`config.mk`:
```
export PLATFORM = sky130hd
export DESIGN_NAME = id_ex_lanes
export DESIGN_NICKNAME = d
export VERILOG_FILES = /design/src/rtl/id_ex_lanes.sv
export SDC_FILE = /design/constraint.sdc
export NUM_CORES = 1
export LEC_CHECK = 0
export CELL_PAD_IN_SITES_DETAIL_PLACEMENT = 1
export CELL_PAD_IN_SITES_GLOBAL_PLACEMENT = 2
export CORE_ASPECT_RATIO = 1.25
export CORE_MARGIN = 8
export CORE_UTILIZATION = 30
export CTS_BUF_LIST = sky130_fd_sc_hd__clkbuf_16
export DETAILED_ROUTE_END_ITERATION = 8
export PLACE_DENSITY = 0.77
export SKIP_CTS_REPAIR_TIMING = 1
export SLEW_MARGIN = 20
export SYNTH_ARGS = -nofsm -noshare
export SYNTH_HDL_FRONTEND = slang
export SYNTH_SLANG_ARGS = --single-unit
export TNS_END_PERCENT = 100
```
`constraint.sdc`:
```
create_clock -name clk -period 1.44 [get_ports clk]
set_input_delay 0.36 -clock clk [delete_from_list [all_inputs] [get_ports clk]]
set_output_delay 0.36 -clock clk [all_outputs]
set_load 0.02 [all_outputs]
```
`src/rtl/id_ex_lanes.sv`:
```
// Decode-to-execute pipeline register for LANES issue lanes.
// It has a registered ready, a one-bundle skid buffer and an age-ordered partial flush.
// Lane 0 is the oldest lane. A flush on lane k kills lane k and every younger lane.
module id_ex_lanes #(
  parameter int unsigned LANES = 2,
  parameter int unsigned WIDTH = 32
) (
  input  logic                   clk,
  input  logic                   rst,
  input  logic [LANES-1:0]       in_valid,
  input  logic [LANES*WIDTH-1:0] in_data,
  output logic                   in_ready,
  output logic [LANES-1:0]       out_valid,
  output logic [LANES*WIDTH-1:0] out_data,
  input  logic                   out_ready,
  input  logic [LANES-1:0]       flush,
  output logic [1:0]             occupancy
);

  localparam int unsigned DW = LANES * WIDTH;

  typedef enum logic [1:0] {
    ST_EMPTY = 2'd0,
    ST_BUSY  = 2'd1,
    ST_FULL  = 2'd2
  } state_e;

  state_e           state_q, state_d;
  logic [LANES-1:0] m_vld_q, m_vld_d;
  logic [LANES-1:0] s_vld_q, s_vld_d;
  logic [DW-1:0]    m_dat_q, m_dat_d;
  logic [DW-1:0]    s_dat_q, s_dat_d;
  logic             in_ready_q, in_ready_d;
  logic [1:0]       occ_q, occ_d;

  logic             in_fire;
  logic             out_fire;
  logic             flush_any;
  logic             keep_run;
  logic [LANES-1:0] keep;
  logic [DW-1:0]    in_dat_m;
  logic [DW-1:0]    keep_dat;

  assign in_fire   = in_ready_q & (|in_valid);
  assign out_fire  = out_ready & (|m_vld_q);
  assign flush_any = |flush;

  // Zero the payload of invalid incoming lanes.
  // Keep only the M lanes that are older than the lowest flushed lane.
  always_comb begin
    keep     = '0;
    in_dat_m = '0;
    keep_dat = '0;
    keep_run = 1'b1;
    for (int unsigned k = 0; k < LANES; k++) begin
      keep_run = keep_run & ~flush[k];
      keep[k]  = keep_run;
      in_dat_m[k*WIDTH +: WIDTH] = in_valid[k] ? in_data[k*WIDTH +: WIDTH] : '0;
      keep_dat[k*WIDTH +: WIDTH] = keep_run ? m_dat_q[k*WIDTH +: WIDTH] : '0;
    end
  end

  // Next-state logic. A flush overrides every handshake in its cycle.
  always_comb begin
    state_d = state_q;
    m_vld_d = m_vld_q;
    m_dat_d = m_dat_q;
    s_vld_d = s_vld_q;
    s_dat_d = s_dat_q;

    if (flush_any) begin
      m_vld_d = m_vld_q & keep;
      m_dat_d = keep_dat;
      s_vld_d = '0;
      s_dat_d = '0;
      state_d = (|(m_vld_q & keep)) ? ST_BUSY : ST_EMPTY;
    end else begin
      unique case (state_q)
        ST_EMPTY: begin
          if (in_fire) begin
            m_vld_d = in_valid;
            m_dat_d = in_dat_m;
            state_d = ST_BUSY;
          end
        end
        ST_BUSY: begin
          if (in_fire && out_fire) begin
            m_vld_d = in_valid;
            m_dat_d = in_dat_m;
          end else if (out_fire) begin
            m_vld_d = '0;
            m_dat_d = '0;
            state_d = ST_EMPTY;
          end else if (in_fire) begin
            s_vld_d = in_valid;
            s_dat_d = in_dat_m;
            state_d = ST_FULL;
          end
        end
        ST_FULL: begin
          if (out_fire) begin
            m_vld_d = s_vld_q;
            m_dat_d = s_dat_q;
            s_vld_d = '0;
            s_dat_d = '0;
            state_d = ST_BUSY;
          end
        end
        default: begin
          m_vld_d = '0;
          m_dat_d = '0;
          s_vld_d = '0;
          s_dat_d = '0;
          state_d = ST_EMPTY;
        end
      endcase
    end
  end

  // Compute the registered ready and the occupancy from the next state.
  always_comb begin
    in_ready_d = 1'b1;
    occ_d      = 2'd0;
    unique case (state_d)
      ST_BUSY: occ_d = 2'd1;
      ST_FULL: begin
        occ_d      = 2'd2;
        in_ready_d = 1'b0;
      end
      default: occ_d = 2'd0;
    endcase
  end

  // State and storage registers. Reset clears them asynchronously.
  always_ff @(posedge clk or negedge rst) begin
    if (!rst) begin
      state_q    <= ST_EMPTY;
      m_vld_q    <= '0;
      m_dat_q    <= '0;
      s_vld_q    <= '0;
      s_dat_q    <= '0;
      in_ready_q <= 1'b1;
      occ_q      <= 2'd0;
    end else begin
      state_q    <= state_d;
      m_vld_q    <= m_vld_d;
      m_dat_q    <= m_dat_d;
      s_vld_q    <= s_vld_d;
      s_dat_q    <= s_dat_d;
      in_ready_q <= in_ready_d;
      occ_q      <= occ_d;
    end
  end

  assign in_ready  = in_ready_q;
  assign out_valid = m_vld_q;
  assign out_data  = m_dat_q;
  assign occupancy = occ_q;

endmodule

```
# After elaboration in Yosys (flattened, before gate mapping)
# Index checks and enable logic that the tools add are counted.
[word_totals]
output_inout_bits = 69
inputBits = 71
elab_cells = 71
register_bits = 137
[classes]
reduce_logical = 10
bitwise_logic = 6
mux = 34
n_eq_ne = 13
[op_table]
columns = ["operator", "count"]
rows = [
  ["$mux 64", 8],
  ["$pmux 64 s3", 2],
  ["$mux 32", 4],
  ["$mux 2", 14],
  ["$pmux 2 s3", 3],
  ["$ne 3x3->1 const B", 5],
  ["$reduce_and 4->1", 2],
  ["$reduce_or 2->1", 4],
  ["$ne 2x2->1 const B", 3],
  ["$reduce_and 5->1", 1],
  ["$eq 2x1->1 const B", 2],
  ["$eq 2x2->1 const B", 2],
  ["$ne 4x4->1 const B", 1],
  ["$pmux 2 s2", 1],
  ["$and 1x1->1", 3],
  ["$reduce_and 3->1", 1],
  ["$and 2x2->2", 1],
  ["$logic_not 2->1", 1],
  ["$mux 1", 2],
  ["$not 1->1", 2],
  ["$logic_and 1x1->1", 1],
]

# Longest topological paths before layout
# Gate-level depths: netlist (run 1).
[depth]
depth_word = 9
ltp_mapped = 7
ltp_nobuf = 4

# Worst setup path after synthesis (run 1)
# Ideal clock, no wire load.
[synth_path]
kind = "register to register"
startpoint = "register in_ready_q (netlist: in_ready)"
endpoint = "register m_dat_q[0] (netlist: out_data[0])"
setup_slack_ns = -0.217
required_time_ns = 1.362
setup_time_ns = 0.078
n_path_buf = 2
stages_incl_launch_ff = 7
t_arrival_ns = 1.579
period_less_slack_ns = 1.657
cell_sequence = "dfstp_2 o21a_1 a21boi_1 o32a_1 buf_6 buf_6 o2bb2ai_1"
[synth_between]
elab_chain_len = 5
word_cells_on_any_way = 8
cone_classes = "2 x eq/ne; 3 x mux; 1 x bitwise; 2 x reduce/logical"
[synth_lines]
columns = ["item", "line", "text"]
rows = [
  ["start, declared", "33", "logic in_ready_q, in_ready_d;"],
  ["start signal, assigned", "150", "in_ready_q <= in_ready_d;"],
  ["$and 1x1->1 *", "44", "assign in_fire = in_ready_q & (|in_valid);"],
  ["$logic_and 1x1->1", "87", "if (in_fire && out_fire) begin"],
  ["$mux 64", "87", ""],
  ["$pmux 64 s3", "78", "unique case (state_q)"],
  ["$mux 64", "71", "if (flush_any) begin"],
  ["end signal, assigned", "147", "m_dat_q <= m_dat_d;"],
  ["end, declared", "31", "logic [DW-1:0] m_dat_q, m_dat_d;"],
]
# Mark *: on every way between the ends. The rest lies on a longest branch, timed or not.
# A chain may end at the register's enable or synchronous reset.

# Worst setup path after layout (run 1)
[layout_path]
startpoint = "register in_ready_q (netlist: in_ready)"
endpoint = "register m_dat_q[11] (netlist: out_data[11])"
# Same word-level chain as after synthesis.

==> impl_metrics.py, run 1 <==
metrics = {
    "drt": {
        "via_count": 5411,
        "wl_mm": 22.58,
        "drc": 0,
        "first_iter_violations": 329,
        "antenna_left": 0,
        "post_drt_wl_per_cell_um": 23.74,
        "vias_per_cell": 5.690,
        "first_pass_iters": 4,
    },
    "sta": {
        "period_share": 1.233,
        "setup_tns_ns": -33.72,
        "slew_viol_final": 0,
        "clock_skew_ns": 0.01365,
        "rsz0062_at_grt": "true",
        "hold_violations": 0,
        "setup_viol": 137,
        "period_minus_slack_ns": 1.776,
        "worst_slack_ns": -0.3355,
        "slew_headroom": 0.6685,
        "tightest_slew_ns": 0.4951,
        "max_clock_freq_ghz": 0.5632,
    },
    "floorplan": {
        "ioPinCount": 140,
        "die_y_um": 177.3,
        "die_w_um": 145.0,
        "dieArea_sq_um": 25700,
        "start_util": 0.3030,
        "coreArea_sq_um": 20600,
        "rows": 59,
    },
    "global_routing": {
        "grt_max_degree": 44,
        "grt_pass1_vias": 5868,
        "track_usage": 0.1602,
        "antenna_found_initial": 0,
        "grt_pass1_wl_mm": 33.25,
        "grt_overflow": 0,
    },
    "cts": {
        "clk_path_buf_depth": 2,
        "clkTransAtPathRegs_ns": 0.06,
        "htreeDepth": 4,
        "tritoncts": "yes",
        "clock_sinks": 137,
        "cts_root_buffer": "clkbuf_16",
        "clock_latency_ns": 0.42,
        "cts_buffers": 17,
    },
    "outcome": {
        "status": "complete, but fails checks",
        "violations": "negative setup slack",
    },
    "power_and_ir_drop": {
        "power.density_nw_per_um2": 1031,
        "comb_power_share": 0.168,
        "clkPwrFrac": 0.420,
        "p_int_mw": 7.207,
        "power.switching_mw": 2.581,
        "p_leak_nw": 5.191,
        "vdd_drop_max_uv": 811.2,
        "switching_share": 0.2637,
        "pwr-share-seq": 0.411,
    },
    "logic_synthesis": {
        "ys_seq_area_frac": 0.5495,
        "ys_ff_latch": 137,
        "ys.flop_type": "dfrtp_1",
        "yosysUniqueCellTypes": 34,
        "synth-edff-count": 0,
        "post-synth-top-count-cell": "dfrtp_1",
        "synth_area_leaders": "dfrtp_1 (55%), a22o_1 (18%), o2bb2ai_1 (8.4%)",
        "synth_top_area_frac": 0.5453,
        "async_reset_ff_frac": 1.000,
        "yosys_warnings": 0,
        "syn_area_per_cell_sq_um": 12.53,
        "synth_top_area_cell": "dfrtp_1",
        "netlist_area_sq_um": 6241,
        "syn-num-nets": 569,
        "synth_commonest_cells": "dfrtp_1 (136), a22o_1 (128), a22oi_1 (64), o2bb2ai_1 (60), buf_2 (28)",
        "postSynthCellCount": 498,
    },
    "setup_path": {
        "path_cells": "o21a_1, a21boi_2, o32a_4, clkbuf_16, o2bb2ai_2",
        "cp_top_family": "compound AO/OA/AOI/OAI gates",
        "max_stage_delay_ns": 0.57,
        "crit_buf_inv": 1,
        "worst_setup_path_start_kind": "flop",
        "crit_fanout": 19,
        "crit_required_ns": 1.78,
        "cp_slowest_cell": "dfstp_2",
        "end_kind": "flop",
        "path_class": "flop to flop",
        "cp_data_arrival_time_ns": 2.12,
    },
    "placed_design": {
        "placed_area_sq_um": 8292,
        "hpwlAfterDp_mm": 13.60,
        "io_buffers": 139,
        "routabilityCongestion": 0.7736,
    },
    "cells_and_area": {
        "syn2layout_area_growth_pct": 52.06,
        "fin_area_sq_um": 9490,
        "antenna_cells": 0,
        "drive_gt1_frac": 0.2260,
        "nNetsFinal": 735,
    },
    "hold_path": {
        "hold_path_class": "primary input to asynchronous set/reset pin",
    },
    "flow_run": {
        "maxCapViolCount": 0,
    },
}
-- metrics by stage --
step	utilization	hold slack [ns]	setup slack, ns	total power, mW	std cells
final	0.4608	0.3995	-0.3355	9.787	951
after global routing	0.4608	0.4235	-0.3782	10.20	951
after CTS	0.4293	-0.1716	-0.5815	9.700	928
after detailed placement	0.4026	0.2773	-0.6224	5.534	896
after global placement	0.4026	0.2730	-0.5460	5.492	896
after floorplan	-	0.06441	-0.1627	4.770	498
-- per-layer routing --
layer	vias up	share of wire	track usage
met3	22	0.045	0.03837
met1	2865	0.43	0.1997
met5	-	0	0
met4	0	0.013	0.05226
met2	167	0.51	0.2687
li1	2357	-	-
-- power groups by stage --
stage	Clock, mW	Combinational (mW)	Sequential (mW)
detailed placement	0	1.44	4.09
floorplan	0	0.607	4.16
CTS	4.22	1.45	4.02
global route	4.41	1.76	4.04
finish	4.11	1.65	4.03
global placement	0	1.41	4.09
-- cell families (layout without fill, tap and decap cells) --
kind of cell / after synthesis / after routing / synth area share
AOI/OAI and AO/OA: 281 / 282 / 0.3815
DFF: 137 / 137 / 0.5495
buffers and inverters: 59 / 237 / 0.05012
and+or+nand+nor: 21 / 21 / 0.01884
-- cell type report --
type,instances,area [sq um]
Inverter,3,11.26
Sequential cell,137,3433
Clock inverter,15,125.1
Tap cell,274,342.8
Fill cell,2071,11110
Timing Repair Buffer,202,2374
Clock buffer,17,425.4
Multi-Input combinational cell,303,2779
-- placed cells by master (no fill, tap or decap), types with 5 or more instances in the layout --
master,n
clkbuf_16,25
clkdlybuf4s50_1,68
o2bb2ai_2,37
inv_1,7
a22oi_1,64
buf_6,9
buf_4,32
a22o_1,128
a21o_1,5
buf_12,16
dfrtp_1,133
dlymetal6s2s_1,64
o2bb2ai_1,28
-- final timing paths --
kind | startpoint | end | slack (ns) | cells past startpoint
hold / removal | rst | out_data[39] | 0.40 | 2
min in group clk | out_ready | in_ready | 0.45 | 4
setup / recovery | in_ready | out_data[11] | -0.34 | 5
hold reg to reg | s_vld_q[1] | s_vld_q[1] | 0.48 | 1
max in group asynchronous | rst | out_data[23] | 0.46 | 3
setup reg to reg | in_ready | out_data[11] | -0.34 | 5
-- flip-flops by register name, summed over array words and instances (netlist names) --
name / flops
s_dat_q: 64
s_vld_q: 2
in_ready: 1
occupancy: 2
out_valid: 2
state_q: 2
out_data: 64
Note: power is estimated with default switching activity, not from simulation.
==> run 2, diff against run 1 <==
--- a/config.mk
+++ b/config.mk
@@ -5,10 +5,10 @@
 export SDC_FILE = /design/constraint.sdc
 export NUM_CORES = 1
 export LEC_CHECK = 0
+export CAP_MARGIN = 20
 export CELL_PAD_IN_SITES_DETAIL_PLACEMENT = 1
 export CELL_PAD_IN_SITES_GLOBAL_PLACEMENT = 2
 export CORE_ASPECT_RATIO = 1.25
-export CORE_MARGIN = 8
 export CORE_UTILIZATION = 30
 export CTS_BUF_LIST = sky130_fd_sc_hd__clkbuf_16
 export DETAILED_ROUTE_END_ITERATION = 8
==> run 2 against run 1 <==
  * The run still ends with negative setup slack left
  * Worst hold slack gained 0.0015 ns
  * Critical path depth is the same
  * Utilization grew 4.0 points
  * Sequential power about the same
  * Fmax is 3.3% lower
  * Final area is 6.9% higher
  * First-iteration DRC count shrank 13%
  * Wire length rose by 6.7%
  * Die area down 17%
  * Global-route usage is 3.3 points higher
  * Clock power up 22%
  * Largest cell class unchanged
==> impl_metrics.py, run 2 (synthesis gave the netlist of run 1 again) <==
metrics = {
    "outcome": {
        "status": "complete, but fails checks",
        "violations": "negative setup slack",
    },
    "flow_run": {
        "maxCapViolCount": 0,
    },
    "setup_path": {
        "max_stage_delay_ns": 0.57,
        "worst_setup_path_start_kind": "flop",
        "crit_required_ns": 1.78,
        "crit_fanout": 13,
        "path_cells": "o21a_1, a21boi_2, o32a_4, clkbuf_16, o2bb2ai_1",
        "path_class": "flop to flop",
        "end_kind": "flop",
        "cp_data_arrival_time_ns": 2.17,
        "cp_slowest_cell": "dfstp_2",
    },
    "global_routing": {
        "track_usage": 0.1929,
        "grt_pass1_wl_mm": 31.61,
        "grt_pass1_vias": 5838,
        "grt_max_degree": 42,
        "grt_overflow": 0,
        "antenna_found_initial": 0,
    },
    "cells_and_area": {
        "utilization": 0.5012,
        "mostFrequentLayoutCell": "dfrtp_1",
        "final_cell_mix": "dfrtp_1 (135), a22o_1 (128), clkdlybuf4s50_1 (69)",
        "syn2layout_area_growth_pct": 62.59,
        "finalNonFillerCells": 971,
        "antenna_cells": 0,
        "n_fill_cell": 2028,
        "drive_gt1_frac": 0.3181,
        "nNetsFinal": 760,
    },
    "cts": {
        "clkTransAtPathRegs_ns": 0.06,
        "clock_latency_ns": 0.42,
        "clk_path_buf_depth": 2,
        "tritoncts": "yes",
        "cts_buffers": 17,
        "clock_sinks": 137,
        "htreeDepth": 4,
        "cts_root_buffer": "clkbuf_16",
    },
    "sta": {
        "tightest_slew_ns": 0.4292,
        "worst_slack_ns": -0.3965,
        "hold_ws_ns": 0.4009,
        "rsz0062_at_grt": "true",
        "hold_violations": 0,
        "period_minus_slack_ns": 1.837,
        "slew_headroom": 0.7139,
        "setup_tns_ns": -43.81,
        "setup_viol": 138,
        "clock_skew_ns": 0.007530,
        "max_clock_freq_ghz": 0.5445,
        "slew_viol_final": 0,
        "period_share": 1.275,
    },
    "drt": {
        "first_pass_iters": 5,
        "via_count": 5548,
        "vias_per_cell": 5.714,
        "first_iter_violations": 287,
        "antenna_left": 0,
        "wl_mm": 24.10,
        "drc": 0,
        "post_drt_wl_per_cell_um": 24.81,
    },
    "power_and_ir_drop": {
        "switching_share": 0.2578,
        "vdd_drop_max_uv": 757.2,
        "power.switching_mw": 2.796,
        "p_leak_nw": 5.218,
        "power_mw": 10.84,
        "p_int_mw": 8.049,
        "power.density_nw_per_um2": 1069,
        "pwr-share-seq": 0.372,
        "clkPwrFrac": 0.463,
        "comb_power_share": 0.165,
    },
    "placed_design": {
        "hpwlAfterDp_mm": 13.02,
        "dp.cells": 903,
        "io_buffers": 139,
        "routabilityCongestion": 0.7823,
    },
    "floorplan": {
        "die_y_um": 163.3,
        "rows": 58,
        "dieArea_sq_um": 21390,
        "ioPinCount": 140,
        "die_w_um": 131.0,
        "start_util": 0.3082,
        "coreArea_sq_um": 20250,
    },
    "hold_path": {
        "hold_path_class": "primary input to asynchronous set/reset pin",
    },
}
[run 2: cell count changes in the layout (fill, tap and decap cells not counted), sizes merged, moves of 2 or more]
cell,delta
buf,+17
bufinv,+4
dlymetal6s2s,-16
clkbuf,+24
clkinv,-2
inv,-2
[run 2: path summary, 6_finish.rpt]
path,slack (ns),endpoint,cells past startpoint,start
min in group clk,0.49,out_data[32],1,out_data[32]
hold / removal,0.40,s_dat_q[42],2,rst
hold reg to reg,0.49,out_data[32],1,out_data[32]
setup / recovery,-0.40,out_data[21],5,in_ready
max in group asynchronous,0.48,out_valid[0],3,rst
setup reg to reg,-0.40,out_data[21],5,in_ready
[run 2: cell type report]
class | count | area [sq um] | share of cell area
Sequential cell | 137 | 3431 | 0.3381
Clock inverter | 14 | 244.0 | 0.02404
Clock buffer | 17 | 425.4 | 0.04192
Timing Repair Buffer | 228 | 2713 | 0.2673
Multi-Input combinational cell | 302 | 2985 | 0.2942
Tap cell | 270 | 337.8 | 0.03329
Inverter | 3 | 11.26 | 0.001110
[run 2: critical path, delay by kind of cell, from the launching register on]
family          cells  cell delay, ns
buf+inv             1            0.23
compound gates      4            0.96
flops               1            0.57
[run 2: routing by layer]
layer | track usage | share of wire | vias to the layer above
met5 | 0 | 0 | -
li1 | - | - | 2409
met2 | 0.3242 | 0.51 | 198
met3 | 0.04291 | 0.053 | 45
met1 | 0.2460 | 0.40 | 2896
met4 | 0.05538 | 0.034 | 0
[run 2: power groups by stage]
stage | clock network, mW | registers [mW] | logic, mW
after floorplan | 0 | 4.16 | 0.607
final | 5.02 | 4.03 | 1.79
after global placement | 0 | 4.09 | 1.44
after CTS | 5.09 | 4.02 | 1.48
after global routing | 5.26 | 4.04 | 1.91
after detailed placement | 0 | 4.09 | 1.47
[run 2: through the flow]
stage / worst slack [ns] / instance area (sq um)
final: -0.3965 / 10150
after global routing: -0.4276 / 10150
after CTS: -0.5562 / 9051
after detailed placement: -0.6767 / 8382
after global placement: -0.5801 / 8382
after floorplan: -0.1627 / 6400
